--- src/rtl/ps2_kbd_tx.sv ---
// ============================================================================
// ps2_kbd_tx -- PS/2 keyboard-side transmitter.
//
// Turns one key event (scancode + make/break flag) into the PS/2 byte
// sequence a keyboard would send and drives it on a generated PS/2 clock and
// data pair.
//   make  -> {code}
//   break -> {F0, code}
// With the optional macro PS2_TX_EXT_EN defined, req_ext=1 adds an E0 prefix:
//   make  -> {E0, code}
//   break -> {E0, F0, code}
// Without the macro req_ext is ignored.
//
// Each byte is an 11-bit frame: start 0, data LSB first, odd parity, stop 1.
// Each bit lasts 2*CLK_DIV clk cycles. ps2_clk is high for the first CLK_DIV
// cycles and low for the rest. ps2_data changes only at the start of the high
// phase. Bytes of one sequence are separated by GAP idle cycles.
//
// Parameters:
//   CLK_DIV  clk cycles per PS/2 clock half-period (2..255)
//   GAP      idle clk cycles between bytes of one sequence (1..255)
// Ports:
//   clk        system clock, rising edge
//   rst        asynchronous active-high reset
//   req_valid  key event presented
//   req_ready  block can accept an event (IDLE only)
//   req_code   scancode
//   req_break  0 = make, 1 = break
//   req_ext    extended-key flag (used only with PS2_TX_EXT_EN)
//   ps2_clk    generated PS/2 clock
//   ps2_data   generated PS/2 data
//   busy       a sequence is in flight
//   done       one-cycle pulse when a sequence completes
// ============================================================================
module ps2_kbd_tx #(
    parameter int CLK_DIV = 4,
    parameter int GAP     = 8
) (
    input  logic       clk,
    input  logic       rst,
    input  logic       req_valid,
    output logic       req_ready,
    input  logic [7:0] req_code,
    input  logic       req_break,
    input  logic       req_ext,
    output logic       ps2_clk,
    output logic       ps2_data,
    output logic       busy,
    output logic       done
);

    typedef enum logic [1:0] {
        ST_IDLE = 2'd0,
        ST_SEND = 2'd1,
        ST_GAP  = 2'd2
    } state_t;

    // The byte counter only needs to reach the longest sequence length - 1.
`ifdef PS2_TX_EXT_EN
    localparam int BW = 2;
`else
    localparam int BW = 1;
`endif

    localparam logic [8:0] PH_LAST  = 9'(2 * CLK_DIV - 1);
    localparam logic [8:0] PH_HIGH  = 9'(CLK_DIV);
    localparam logic [7:0] GAP_LAST = 8'(GAP - 1);
    localparam logic [7:0] BYTE_E0  = 8'hE0;
    localparam logic [7:0] BYTE_F0  = 8'hF0;

    // ------------------------------------------------------------------
    // State
    // ------------------------------------------------------------------
    state_t        state_q, state_d;
    logic [3:0]    bit_idx_q, bit_idx_d;     // 0 = start .. 10 = stop
    logic [8:0]    phase_q, phase_d;         // position inside one bit
    logic [7:0]    gap_cnt_q, gap_cnt_d;
    logic [BW-1:0] byte_idx_q, byte_idx_d;   // position inside the sequence
    logic [7:0]    code_q, code_d;
    logic          brk_q, brk_d;
`ifdef PS2_TX_EXT_EN
    logic          ext_q, ext_d;
`else
    logic          unused_ext;
    assign unused_ext = req_ext;
`endif
    logic          ps2_clk_q, ps2_clk_d;
    logic          ps2_data_q, ps2_data_d;
    logic          busy_q, busy_d;
    logic          done_q, done_d;
    logic          ready_q, ready_d;

    // ------------------------------------------------------------------
    // Current byte of the sequence and index of the final byte
    // ------------------------------------------------------------------
    logic [7:0]    cur_byte;
    logic [BW-1:0] last_idx;

`ifdef PS2_TX_EXT_EN
    always_comb begin
        cur_byte = code_q;
        if (ext_q) begin
            if (byte_idx_q == 2'd0) begin
                cur_byte = BYTE_E0;
            end else if (brk_q && byte_idx_q == 2'd1) begin
                cur_byte = BYTE_F0;
            end
        end else if (brk_q && byte_idx_q == 2'd0) begin
            cur_byte = BYTE_F0;
        end
    end

    assign last_idx = {1'b0, brk_q} + {1'b0, ext_q};
`else
    always_comb begin
        cur_byte = code_q;
        if (brk_q && byte_idx_q == 1'b0) begin
            cur_byte = BYTE_F0;
        end
    end

    assign last_idx = brk_q;
`endif

    // Line value of frame bit idx for data byte b.
    function automatic logic frame_bit(input logic [7:0] b, input logic [3:0] idx);
        logic [3:0] k;
        k = idx - 4'd1;
        if (idx == 4'd0) begin
            frame_bit = 1'b0;               // start
        end else if (idx <= 4'd8) begin
            frame_bit = b[k[2:0]];          // data, LSB first
        end else if (idx == 4'd9) begin
            frame_bit = ~^b;                // odd parity
        end else begin
            frame_bit = 1'b1;               // stop
        end
    endfunction

    // ------------------------------------------------------------------
    // Next-state logic. Outputs are computed here for the *next* cycle so
    // they come straight out of flops.
    // ------------------------------------------------------------------
    always_comb begin
        state_d    = state_q;
        bit_idx_d  = bit_idx_q;
        phase_d    = phase_q;
        gap_cnt_d  = gap_cnt_q;
        byte_idx_d = byte_idx_q;
        code_d     = code_q;
        brk_d      = brk_q;
`ifdef PS2_TX_EXT_EN
        ext_d      = ext_q;
`endif
        ps2_clk_d  = ps2_clk_q;
        ps2_data_d = ps2_data_q;
        busy_d     = busy_q;
        done_d     = 1'b0;
        ready_d    = ready_q;

        unique case (state_q)
            ST_IDLE: begin
                ready_d = 1'b1;
                busy_d  = 1'b0;
                if (req_valid && ready_q) begin
                    code_d     = req_code;
                    brk_d      = req_break;
`ifdef PS2_TX_EXT_EN
                    ext_d      = req_ext;
`endif
                    byte_idx_d = '0;
                    bit_idx_d  = 4'd0;
                    phase_d    = 9'd0;
                    state_d    = ST_SEND;
                    ps2_clk_d  = 1'b1;
                    ps2_data_d = 1'b0;       // start bit visible immediately
                    busy_d     = 1'b1;
                    ready_d    = 1'b0;
                end
            end

            ST_SEND: begin
                if (phase_q == PH_LAST) begin
                    // End of a bit: next cycle is the high phase of
                    // whatever comes next.
                    phase_d   = 9'd0;
                    ps2_clk_d = 1'b1;
                    bit_idx_d = 4'd0;
                    if (bit_idx_q == 4'd10) begin
                        ps2_data_d = 1'b1;
                        if (byte_idx_q == last_idx) begin
                            state_d    = ST_IDLE;
                            byte_idx_d = '0;
                            done_d     = 1'b1;
                            busy_d     = 1'b0;
                            ready_d    = 1'b1;
                        end else begin
                            state_d    = ST_GAP;
                            gap_cnt_d  = 8'd0;
                            byte_idx_d = byte_idx_q + BW'(1);
                        end
                    end else begin
                        bit_idx_d  = bit_idx_q + 4'd1;
                        ps2_data_d = frame_bit(cur_byte, bit_idx_q + 4'd1);
                    end
                end else begin
                    phase_d   = phase_q + 9'd1;
                    ps2_clk_d = ((phase_q + 9'd1) < PH_HIGH);
                end
            end

            ST_GAP: begin
                if (gap_cnt_q == GAP_LAST) begin
                    gap_cnt_d  = 8'd0;
                    state_d    = ST_SEND;
                    bit_idx_d  = 4'd0;
                    phase_d    = 9'd0;
                    ps2_clk_d  = 1'b1;
                    ps2_data_d = 1'b0;
                end else begin
                    gap_cnt_d = gap_cnt_q + 8'd1;
                end
            end

            default: begin
                state_d    = ST_IDLE;
                ps2_clk_d  = 1'b1;
                ps2_data_d = 1'b1;
                busy_d     = 1'b0;
                ready_d    = 1'b1;
            end
        endcase
    end

    // ------------------------------------------------------------------
    // Registers
    // ------------------------------------------------------------------
    always_ff @(posedge clk or posedge rst) begin
        if (rst) begin
            state_q    <= ST_IDLE;
            bit_idx_q  <= 4'd0;
            phase_q    <= 9'd0;
            gap_cnt_q  <= 8'd0;
            byte_idx_q <= '0;
            code_q     <= 8'd0;
            brk_q      <= 1'b0;
`ifdef PS2_TX_EXT_EN
            ext_q      <= 1'b0;
`endif
            ps2_clk_q  <= 1'b1;
            ps2_data_q <= 1'b1;
            busy_q     <= 1'b0;
            done_q     <= 1'b0;
            ready_q    <= 1'b1;
        end else begin
            state_q    <= state_d;
            bit_idx_q  <= bit_idx_d;
            phase_q    <= phase_d;
            gap_cnt_q  <= gap_cnt_d;
            byte_idx_q <= byte_idx_d;
            code_q     <= code_d;
            brk_q      <= brk_d;
`ifdef PS2_TX_EXT_EN
            ext_q      <= ext_d;
`endif
            ps2_clk_q  <= ps2_clk_d;
            ps2_data_q <= ps2_data_d;
            busy_q     <= busy_d;
            done_q     <= done_d;
            ready_q    <= ready_d;
        end
    end

    assign req_ready = ready_q;
    assign ps2_clk   = ps2_clk_q;
    assign ps2_data  = ps2_data_q;
    assign busy      = busy_q;
    assign done      = done_q;

endmodule

--- config.mk ---
export PLATFORM = sky130hd
export DESIGN_NAME = ps2_kbd_tx
export DESIGN_NICKNAME = d
export VERILOG_FILES = /design/src/rtl/ps2_kbd_tx.sv
export SDC_FILE = /design/constraint.sdc
export NUM_CORES = 1
export LEC_CHECK = 0
export BUFFER_PORTS_ARGS = -buffer_cell sky130_fd_sc_hd__buf_2
export CORE_ASPECT_RATIO = 0.9
export CORE_UTILIZATION = 59
export DETAILED_ROUTE_END_ITERATION = 12
export GPL_TIMING_DRIVEN = 0
export PLACE_DENSITY_LB_ADDON = 0.12
export SLEW_MARGIN = 20
export SYNTH_ARGS = -nofsm -noshare
export SYNTH_HDL_FRONTEND = slang
export SYNTH_SLANG_ARGS = --single-unit
--- constraint.sdc ---
create_clock -name clk -period 2.5 [get_ports clk]
set_input_delay 0.5 -clock clk [delete_from_list [all_inputs] [get_ports clk]]
set_output_delay 0.5 -clock clk [all_outputs]
set_load 0.01 [all_outputs]
After elaboration in Yosys (flattened, before gate mapping)
Index checks and enable logic that the tools add are counted.
- $add $sub $neg: 5
- order comparisons: 3
- equality and inequality tests: 13
- multiplexer cells: 53
- bitwise operators: 2
- reductions and logical operators: 17
- operators by type and width (kind ; count):
    2-to-1 mux 8 bit ; 5
    2-to-1 mux 9 bit ; 3
    one-hot mux 9 bit (3 select lines) ; 1
    2-to-1 mux 1 bit ; 26
    AND reduction 4 bit ; 5
    2-to-1 mux 4 bit ; 4
    one-hot mux 8 bit (2 select lines) ; 1
    inequality test 2 bit (second input constant) ; 6
    one-hot mux 1 bit (3 select lines) ; 4
    one-hot mux 4 bit (3 select lines) ; 1
    2-to-1 mux 2 bit ; 5
    adder 9 x 1 -> 9 bit (second input constant) ; 1
    equality test 9 x 3 -> 1 bit (second input constant) ; 1
    < comparator 9 x 3 -> 1 bit (second input constant) ; 1
    adder 8 x 1 -> 8 bit (second input constant) ; 1
    equality test 4 bit (second input constant) ; 2
    equality test 8 x 3 -> 1 bit (second input constant) ; 1
    XNOR reduction 8 bit ; 1
    one-hot mux 2 bit (3 select lines) ; 1
    AND reduction 3 bit ; 2
    adder 4 x 1 -> 4 bit (second input constant) ; 1
    less-or-equal comparator 4 bit (second input constant) ; 1
    logical NOT 4 bit ; 1
    < comparator 3 x 4 -> 1 bit (second input constant) ; 1
    other kinds (13) ; 17
- bits in registers: 38
- bits of input ports: 13
- output and inout bits: 5
- word-level logic and storage cells: 105

Logic depth before layout (Yosys ltp)
- depth in word-level cells: 10
- gate-level depth with buffers: 8
- gate-level depth less buffers: 7

Least setup slack after synthesis
OpenSTA, ideal clock, no wires.
- path kind: register -> register
- start point: reg bit_idx_q[0]
- end point: reg ps2_data_q, in the netlist ps2_data
- library setup time: 0.086 ns
- data arrival time: 1.961 ns
- data required time: 2.414 ns
- path slack: 0.454 ns
- cell stages (with the launch flop): 9
- path buffers: 1
- clock period less this slack: 2.046 ns
- path through: dfrtp_1 > clkbuf_1 > inv_1 > ha_1 > mux4_2 > nor2_1 > nor2_1 > a211oi_1 > o31ai_1
- word-level cells in the longest chain between the ends: 9
- elaborated cells on any way between the ends: 14
- those cells by class: add/sub (2); order compare (1); eq/ne (2); mux (8); reduce/logical (1)
- ends and longest elaborated chain (item ; line ; RTL):
    from (decl) ; 75 ; logic [3:0] bit_idx_q, bit_idx_d;
    from (signal assigned) ; 257 ; bit_idx_q <= bit_idx_d;
    adder 4 x 1 -> 4 bit ; 204 ; ps2_data_d = frame_bit(cur_byte, bit_idx_q + 4'd1);
    subtractor 3 x 1 -> 3 bit ; 128 ; k = idx - 4'd1;
    binary-select mux 1 bit (select 3 bit) ; 132 ; frame_bit = b[k[2:0]];
    2-to-1 mux 1 bit (implied by the code) ; 132 ;
    2-to-1 mux 1 bit ; 131 ; end else if (idx <= 4'd8) begin
    2-to-1 mux 1 bit ; 129 ; if (idx == 4'd0) begin
    2-to-1 mux 1 bit * ; 189 ; if (bit_idx_q == 4'd10) begin
    2-to-1 mux 1 bit * ; 183 ; if (phase_q == PH_LAST) begin
    one-hot mux 1 bit (3 select lines) * ; 161 ; unique case (state_q)
    to (signal assigned) ; 267 ; ps2_data_q <= ps2_data_d;
    to (decl) ; 88 ; logic ps2_data_q, ps2_data_d;
Mark *: on every way between the ends. The rest lies on a longest branch, timed or not. The select of a mux whose other input is x is not followed.
A chain may end at the register's enable or synchronous reset.

Worst setup path in the final report
Same ends and word-level chain as after synthesis.

==> impl_metrics.json <==
{
  "drv_slew": 0,
  "drcViolationCount": 0,
  "cts_sinks": 38,
  "dp.cells": 297,
  "r2r_end": "ps2_data",
  "finalClockSkew_ns": 0.00772,
  "cts_buffer_depth": 2,
  "yosysMostFrequentCell": "dfrtp_1",
  "setup_tns_ns": 0,
  "cts_tree": "yes",
  "start_util_pct": 63.6,
  "drtAntennaViolNets": 0,
  "grt.total_usage_pct": 24.9,
  "switching_share_pct": 35.6,
  "crit_type": "reg -> reg",
  "vdd_drop_max_uv": 885,
  "crit_chain": "clkbuf_1 > inv_1 > ha_1 > mux4_2 > nor2_1 > nor2_1 > a211oi_1 > o31ai_1",
  "arrival_ns": 2.50,
  "cp-start-kind": "flop",
  "synth_common_cells": "dfrtp_1, nand2_1, o21ai_0",
  "power_leakage_nw": 1.08,
  "cts.root.buffer_cell": "clkbuf_8",
  "synth_area_leaders": "dfrtp_1, o21ai_0, mux2_2",
  "grt_pass1_wl_mm": 7.27,
  "syn_inst": 236,
  "syn_avg_cell_area_um2": 9.37,
  "power.internal_mw": 1.81,
  "critPathBufInv": 2,
  "power_frac_seq_pct": 35.8,
  "drt-pass1-iter-count": 4,
  "status": "completed",
  "r2r_slack_ns": 0.22,
  "postCtsSetupRepairBufs": 0,
  "fin_crit_ns": 2.28,
  "clkPwrFrac_pct": 23.2,
  "finalPower_mw": 2.82,
  "grt-ovfl-total": 0,
  "max_stage_delay_ns": 0.53,
  "row_count": 20,
  "globalplace.congestion": 0.825,
  "insertion_delay_ns": 0.30,
  "p_comb_share_pct": 41.1,
  "slew_headroom_pct": 59.5,
  "layoutNonFillerInstCount": 305,
  "first_iter_violations": 150,
  "critical_path.top_delay_family": "multiplexers",
  "synth_top_cell_area_share_pct": 39.6,
  "viasPerCell": 5.84,
  "dp_hpwl_mm": 3.12,
  "synth_seq_cells": 38,
  "cpMostUsedCell": "nor2_1",
  "yosysTopAreaCell": "dfrtp_1",
  "synthArstFlopShare_pct": 100,
  "clkTransAtPathRegs_ns": 0.08,
  "place_area_um2": 2370,
  "final_area_um2": 2510,
  "power.density_nw_per_um2": 1120,
  "p_switching_mw": 1.00,
  "htreeDepth": 2,
  "hold_violations": 0,
  "vias": 1780,
  "dp_slack_ns": 0.238,
  "synth-main-ff-cell": "dfrtp_1",
  "r2r_cells": 8,
  "max_freq_mhz": 438,
  "fp.dieArea_um2": 4000,
  "numCtsBuffers": 5,
  "ys_warn_count": 0,
  "worst_slack_ns": 0.215,
  "routed_wl_mm": 4.37,
  "yosys.cell_types.count": 44,
  "grt_max_degree": 28,
  "timing.rr.start": "bit_idx_q[0]",
  "crit_path_start": "bit_idx_q[0]",
  "fin_crit_sh_pct": 91.4,
  "wire_per_inst_um": 14.3,
  "drv_cap": 0,
  "syn_nets": 257,
  "postCtsResizedCells": 0,
  "slowest_stage": "mux4_2",
  "dieHeight_um": 60.1,
  "rsz0062_at_grt": "no",
  "insertedDiodeCount": 0,
  "synth_edf_count": 0,
  "nNetsFinal": 281,
  "setup_viol": 0,
  "flow.area_growth_from_synthesis_pct": 13.5,
  "first_global_vias": 1647,
  "worstMarginPinSlew_ns": 0.605,
  "portBuffers": 16,
  "synth.yosys.seq_area_share_pct": 43.2,
  "min_path_type": "in -> async",
  "cts_hold_buf": 0,
  "ios": 18,
  "die_w_um": 66.5,
  "required_ns": 2.72,
  "cp_max_fo": 9,
  "netlist_area_um2": 2210,
  "drive_above_1_share_pct": 18.0,
  "worst_setup_path_end_kind": "flop",
  "coreArea_um2": 3480,
  "antenna_found_initial": 0
}
[state kept, by name, summed over array words and instances, names as in the netlist]
register and cells:
byte_idx_q 1, busy 1, ps2_clk 1, state_q 2, req_ready 1, gap_cnt_q 8, phase_q 9, done 1
brk_q 1, bit_idx_q 4, code_q 8, ps2_data 1
[how the worst max path moves through the flow]
| stage | to | slack (ns) | cells past startpoint |
|---|---|---|---|
| finish | ps2_data | 0.22 | 8 |
| global route | ps2_data | 0.02 | 8 |
| CTS | ps2_data | 0.19 | 8 |
| detailed placement | ps2_data | 0.24 | 8 |
| global placement | ps2_data | 0.23 | 8 |
| floorplan | ps2_data | 0.45 | 8 |
[through the flow]
stage / util [%] / hold WS [ns]
after floorplan: - / 0.438
after global placement: 67.4 / 0.462
after detailed placement: 68.0 / 0.455
after CTS: 72.1 / 0.135
after global routing: 72.1 / 0.155
final: 72.1 / 0.132
[logic make-up (layout without fill, tap and decap cells)]
| group | after synthesis | in the layout | synth area share [%] |
|---|---|---|---|
| DFF | 38 | 38 | 43.2 |
| buffers and inverters | 18 | 43 | 3.11 |
| and+or+nand+nor | 85 | 85 | 18.4 |
| AOI/OAI and AO/OA | 61 | 61 | 18.0 |
| adders and majority gates | 8 | 8 | 4.53 |
| xor gates and xnor gates | 13 | 13 | 5.15 |
| muxes | 13 | 13 | 7.64 |
[layout make-up]
cell class,count,area (µm²)
Fill cell,254,970
Multi-Input combinational cell,180,1190
Sequential cell,38,955
Inverter,9,33.8
Timing Repair Buffer,17,100
Buffer,9,35.0
Clock inverter,2,60.1
Clock buffer,6,82.6
Tap cell,44,55.1
[power groups by stage]
stage          clock, mW  sequential (mW)  combinational, mW
6_report           0.652             1.01               1.16
5_1_grt            0.683             1.04               1.29
4_1_cts            0.658             1.01               1.16
3_5_place_dp           0             1.02               1.15
3_3_place_gp           0             1.01               1.12
2_1_floorplan          0            0.987              0.923
[layer usage]
layer,wire length [µm],global-route usage (%),vias up
li1,-,-,892
met1,1990,31.7,851
met2,2140,42.0,29
met3,160,4.58,8
met4,73,10.0,0
met5,0,0,-
[cells in the final DEF, fill, tap and decap left out, types with 2 or more instances in the layout]
master / count
mux4_2: 2
a21oi_1: 6
nor2_1: 20
nor2b_1: 3
nand2_1: 31
dfrtp_1: 35
a22o_1: 2
nand3_1: 9
nor3_1: 3
xnor2_1: 8
clkbuf_8: 6
xor2_1: 5
o211ai_1: 3
dfstp_2: 3
bufinv_16: 2
o31ai_1: 5
a31oi_1: 6
o21ai_0: 29
ha_1: 8
nand2b_1: 2
inv_1: 8
clkbuf_1: 8
o41ai_1: 2
buf_2: 17
and3_1: 5
mux2_2: 11
Note: power is estimated with default switching activity, not from simulation.
